### src/rtl/ray_setup.sv
// ray_setup: converts one accepted pixel coordinate into a signed fixed-point
// camera-space ray direction and offers it to the ray core over valid/ready.
// Ports:
//   clk, rst                   clock, synchronous active-high reset
//   pixel_x, pixel_y, valid    pixel from the thread generator
//   ray_core_free              high while idle (ready for a pixel)
//   ray_dir_x/y/z              signed direction, FRAC fractional bits
//   ray_pix_x/y                echo of the pixel behind the current ray
//   ray_valid, ray_ready       handshake towards the ray core
//   frame_done                 one-cycle pulse after the last pixel's ray is taken
//   oob_err                    sticky out-of-range pixel flag
module ray_setup #(
   parameter int unsigned SCREEN_W  = 640,
   parameter int unsigned SCREEN_H  = 480,
   parameter int unsigned FRAC      = 8,
   parameter int unsigned DIR_W     = 16,
   parameter int unsigned PIX_SCALE = 4,
   parameter int          FOCAL     = 5 * (1 << FRAC)
) (
   input  logic                    clk,
   input  logic                    rst,
   input  logic [9:0]              pixel_x,
   input  logic [9:0]              pixel_y,
   input  logic                    valid,
   output logic                    ray_core_free,
   output logic signed [DIR_W-1:0] ray_dir_x,
   output logic signed [DIR_W-1:0] ray_dir_y,
   output logic signed [DIR_W-1:0] ray_dir_z,
   output logic [9:0]              ray_pix_x,
   output logic [9:0]              ray_pix_y,
   output logic                    ray_valid,
   input  logic                    ray_ready,
   output logic                    frame_done,
   output logic                    oob_err
);

   localparam int unsigned CW     = 11;
   localparam int unsigned PROD_W = CW + 33;

   localparam logic [9:0]              LAST_X  = 10'(SCREEN_W - 1);
   localparam logic [9:0]              LAST_Y  = 10'(SCREEN_H - 1);
   localparam logic signed [CW-1:0]    HALF_W  = CW'(SCREEN_W / 2);
   localparam logic signed [CW-1:0]    HALF_H  = CW'(SCREEN_H / 2);
   localparam logic signed [PROD_W-1:0] SCALE_S = PROD_W'(PIX_SCALE);
   localparam logic signed [PROD_W-1:0] SAT_MAX = PROD_W'((64'(1) << DIR_W) >> 1) - PROD_W'(1);
   localparam logic signed [PROD_W-1:0] SAT_MIN = ~SAT_MAX;
   localparam logic signed [DIR_W-1:0] DIR_MAX = {1'b0, {(DIR_W-1){1'b1}}};
   localparam logic signed [DIR_W-1:0] DIR_MIN = {1'b1, {(DIR_W-1){1'b0}}};
   localparam logic signed [DIR_W-1:0] FOCAL_D = DIR_W'(FOCAL);

   typedef enum logic [1:0] {IDLE, CENTER, SCALE, HOLD} state_t;

   state_t                   state_q, state_d;
   logic signed [CW-1:0]     cx_q, cx_d, cy_q, cy_d;
   logic signed [DIR_W-1:0]  dir_x_d, dir_y_d, dir_z_d;
   logic [9:0]               pix_x_d, pix_y_d;
   logic                     valid_d, frame_done_d, oob_d, free_d;
   logic signed [PROD_W-1:0] px_full, py_full;
   logic                     pix_oob;

   // Clamp a full-precision product into the signed DIR_W range.
   function automatic logic signed [DIR_W-1:0] sat_dir(input logic signed [PROD_W-1:0] p);
      if (p > SAT_MAX)      sat_dir = DIR_MAX;
      else if (p < SAT_MIN) sat_dir = DIR_MIN;
      else                  sat_dir = DIR_W'(p);
   endfunction

   assign px_full = PROD_W'(cx_q) * SCALE_S;
   assign py_full = PROD_W'(cy_q) * SCALE_S;
   assign pix_oob = (32'(pixel_x) >= SCREEN_W) || (32'(pixel_y) >= SCREEN_H);

   // Next-state and next-output logic.
   always_comb begin
      state_d      = state_q;
      cx_d         = cx_q;
      cy_d         = cy_q;
      dir_x_d      = ray_dir_x;
      dir_y_d      = ray_dir_y;
      dir_z_d      = ray_dir_z;
      pix_x_d      = ray_pix_x;
      pix_y_d      = ray_pix_y;
      valid_d      = ray_valid;
      frame_done_d = 1'b0;
      oob_d        = oob_err;
      case (state_q)
         IDLE: begin
            if (valid) begin
               if (pix_oob) begin
                  oob_d = 1'b1;
               end else begin
                  pix_x_d = pixel_x;
                  pix_y_d = pixel_y;
                  state_d = CENTER;
               end
            end
         end
         CENTER: begin
            // +y points up, so the row offset is inverted.
            cx_d    = $signed({1'b0, ray_pix_x}) - HALF_W;
            cy_d    = HALF_H - $signed({1'b0, ray_pix_y});
            state_d = SCALE;
         end
         SCALE: begin
            dir_x_d = sat_dir(px_full);
            dir_y_d = sat_dir(py_full);
            dir_z_d = FOCAL_D;
            valid_d = 1'b1;
            state_d = HOLD;
         end
         HOLD: begin
            if (ray_valid && ray_ready) begin
               valid_d      = 1'b0;
               frame_done_d = (ray_pix_x == LAST_X) && (ray_pix_y == LAST_Y);
               state_d      = IDLE;
            end
         end
         default: state_d = IDLE;
      endcase
      free_d = (state_d == IDLE);
   end

   // State and output registers.
   always_ff @(posedge clk) begin
      if (rst) begin
         state_q       <= IDLE;
         cx_q          <= '0;
         cy_q          <= '0;
         ray_dir_x     <= '0;
         ray_dir_y     <= '0;
         ray_dir_z     <= '0;
         ray_pix_x     <= '0;
         ray_pix_y     <= '0;
         ray_valid     <= 1'b0;
         frame_done    <= 1'b0;
         oob_err       <= 1'b0;
         ray_core_free <= 1'b1;
      end else begin
         state_q       <= state_d;
         cx_q          <= cx_d;
         cy_q          <= cy_d;
         ray_dir_x     <= dir_x_d;
         ray_dir_y     <= dir_y_d;
         ray_dir_z     <= dir_z_d;
         ray_pix_x     <= pix_x_d;
         ray_pix_y     <= pix_y_d;
         ray_valid     <= valid_d;
         frame_done    <= frame_done_d;
         oob_err       <= oob_d;
         ray_core_free <= free_d;
      end
   end

endmodule

### config.mk
export PLATFORM = sky130hd
export DESIGN_NAME = ray_setup
export DESIGN_NICKNAME = d
export VERILOG_FILES = /design/src/rtl/ray_setup.sv
export SDC_FILE = /design/constraint.sdc
export NUM_CORES = 1
export LEC_CHECK = 0
export BUFFER_PORTS_ARGS = -buffer_cell sky130_fd_sc_hd__buf_2
export CAP_MARGIN = 10
export CORE_ASPECT_RATIO = 2
export CORE_MARGIN = 3
export CORE_UTILIZATION = 35
export CTS_CLUSTER_SIZE = 14
export DETAILED_ROUTE_END_ITERATION = 12
export GPL_TIMING_DRIVEN = 0
export HOLD_SLACK_MARGIN = 0.1
export PLACE_DENSITY = 0.6
export SYNTH_ARGS = -nofsm -noshare
export SYNTH_HDL_FRONTEND = slang
export SYNTH_SLANG_ARGS = --single-unit
export TNS_END_PERCENT = 30
### constraint.sdc
create_clock -name clk -period 1.3 [get_ports clk]
set_input_delay 0.065 -clock clk [delete_from_list [all_inputs] [get_ports clk]]
set_output_delay 0.065 -clock clk [all_outputs]
set_load 0.01 [all_outputs]
==> run metrics <==
outcome finished, violations left; failing checks setup timing; vias in the first global route 2905; vias per cell 4.793; I/O Buffers 77; die area 10120 um2; Setup TNS Final -0.8062 ns; global route total overflow 0; Max-Cap Viols 0; clk slew on worst S/H paths 0.05 ns; DR pass1 iterations 4; Crit path max-delay family simple AND/OR/NAND/NOR gates; GRT Total Usage 0.1794; Fin Hold WS 0.1022 ns; starting density of the core 0.3595; PD cells 1253 nW/um2; crit end category flop; area delta synth->final 43.14%; antenna violations before repair 0; crit share post-route 1.052; GPL Wtd Cong 0.8800; clock buffer depth 2; die width 72.65 um; Final #Nets 540; Largest stage delay, worst path 0.36 ns; worst hold-check path type in2reg; final setup vio count 23; ANT cells 0; # clock sinks 71; pin count of the biggest net entering global routing 13; H-tree Lvls 3; DP Cell Count 566; Critical Path RT 1.56 ns; Place WS -0.2142 ns; CTS tree yes; unrepaired setup endpoints after global routing true; Final Util 0.5146; yosys warns 0; critical path class reg2reg; Ports 96; Async SR Flop Fraction 0; core area 8648 um2; max-slew violations 0; Num CTS Buffers 9; Crit path buffers/inverters 2; syn_area_per_cell 8.358 um2; final hold violation count 0; DR DRC count 0; Mapped Area 3109 um2; Area contributors post-synth dfxtp_1 (46%), nand2_1 (12%), mux2i_1 (6.1%); slowest library cell on the worst path dfxtp_4; post-route minimum period 1.368 ns; Post-synth EDFFs 0; total number of vias 2957; critical path cell sequence nor3b_4 -> nor3b_4 -> buf_4 -> buf_4 -> mux2i_1; Main synth FF type dfxtp_1; post-DP HPWL 6.516 mm; layout cell share with drive strength beyond 1 0.3191; Setup Skew 0.004745 ns; Finished Layout Cells 617; Tightest Pin Transition 0.5655 ns; maximum vdd drop 1209 uV; Rel. slew slack 0.6230; row count 48; Startpoint Class flop; fmax 731.1 MHz; CTS root buf clkbuf_16; post-route ant nets 0; Synth top area share 0.4571; worst-path maximum fanout 5; Synth Register Bits 71; Iteration-0 DRC Markers 76; Post-Synthesis Cells 372; Seq/Total Area, Yosys 0.4571; Leak 1.977 nW; Routed WL 8.734 mm; global-route wire length before repair 14.07 mm; Netlist cell types 43; wire per inst 14.16 um; min setup slack post-route -0.06773 ns; Die H 139.3 um; area leader, netlist dfxtp_1; Worst-Skew Late Latency 0.33 ns; Worst EP arrival 1.63 ns
Yosys cell counts (all sizes together), types with 2 or more instances:
| cell | number |
|---|---|
| a211oi | 2 |
| a21oi | 37 |
| a31oi | 2 |
| and4 | 2 |
| buf | 41 |
| clkbuf | 8 |
| dfxtp | 71 |
| ha | 4 |
| inv | 9 |
| mux2i | 19 |
| nand2 | 102 |
| nand2b | 5 |
| nand3 | 10 |
| nand4 | 4 |
| nor2 | 12 |
| nor2b | 4 |
| nor3b | 4 |
| nor4 | 2 |
| o211ai | 3 |
| o21a | 2 |
| o21ai | 6 |
| o31ai | 2 |
| or4 | 3 |
| xnor2 | 4 |
worst min-delay path: cells and delay by family:
| kind | cells | cell delay [ns] |
|---|---|---|
| AOI/OAI and AO/OA | 2 | 0.23 |
| buffers and inverters | 1 | 0.09 |
layer usage:
layer  track usage  routed length, um
met1        0.1729               3035
met5             0                  0
met4        0.1138                403
met3       0.03326                447
met2        0.3308               4848
cell type report:
type,instances,area [um2]
inverter,9,36.28
tap,100,125.1
clock buffer,12,267.8
multi-input combinational,260,1468
fill,852,4198
timing repair buffer,112,705.7
sequential,71,1439
buffer,49,357.8
clock inverter,4,51.30
cell usage in the layout, fill, tap and decap left out, types with 9 or more instances in the layout:
master | Yosys | routed
buf_6 | 2 | 9
clkbuf_16 | 0 | 10
a21oi_1 | 37 | 37
dlygate4sd3_1 | 0 | 20
buf_4 | 25 | 40
dfxtp_1 | 71 | 65
buf_2 | 11 | 81
conb_1 | 1 | 18
nand3_1 | 10 | 9
mux2i_1 | 19 | 19
nor2_1 | 12 | 12
nand2_1 | 102 | 102
stage by stage:
stage | power (mW) | area [um2]
finish | 5.577 | 4451
global route | 5.793 | 4451
CTS | 5.581 | 4369
detailed placement | 2.933 | 3700
global placement | 2.925 | 3700
floorplan | 2.736 | 3189
timing repair:
item | 4_1_cts | 5_1_grt
endpoints found under the setup margin | 62 | 62
gates resized for setup | 20 | 27
pin swaps | 5 | 3
buffers inserted | 11 | 2
hold buffers | 20 | 0
cloned | 2 | 0
endpoints found under the hold margin | 19 | 0
cell families after synthesis:
| logic type | after synthesis | share of synthesized area |
|---|---|---|
| and+or+nand+nor | 154 | 0.2286 |
| buffers and inverters | 58 | 0.1095 |
| muxes | 19 | 0.06117 |
| AOI/OAI and AO/OA | 61 | 0.1151 |
| DFF | 71 | 0.4571 |
| other | 1 | 0.001206 |
| adders and majority gates | 4 | 0.01610 |
| xor gates and xnor gates | 4 | 0.01127 |
where the power goes:
part           leakage [nW]  switching, mW  total (mW)  internal [mW]
logic                  1.24          0.358       0.696          0.338
clock network         0.154          0.900        2.55           1.65
registers             0.579         0.0748        2.33           2.25
total                  1.98           1.33        5.58           4.24
path summary, 6_finish.rpt:
kind	startpoint	end	slack (ns)	cells after the start
worst max register to register	state_q[1]	ray_pix_x[2]	-0.07	5
worst min register to register	ray_dir_y[7]	ray_dir_y[7]	0.45	2
worst min-delay path	ray_ready	state_q[0]	0.10	3
worst max-delay path	state_q[1]	ray_pix_x[2]	-0.07	5
sequential cells by signal, summed over array words and instances (netlist names):
name	flops
cx_q	11
cy_q	11
frame_done	1
oob_err	1
ray_core_free	1
ray_dir_x	11
ray_dir_y	11
ray_dir_z	1
ray_pix_x	10
ray_pix_y	10
ray_valid	1
state_q	2
Note: power is estimated with default switching activity, not from simulation.
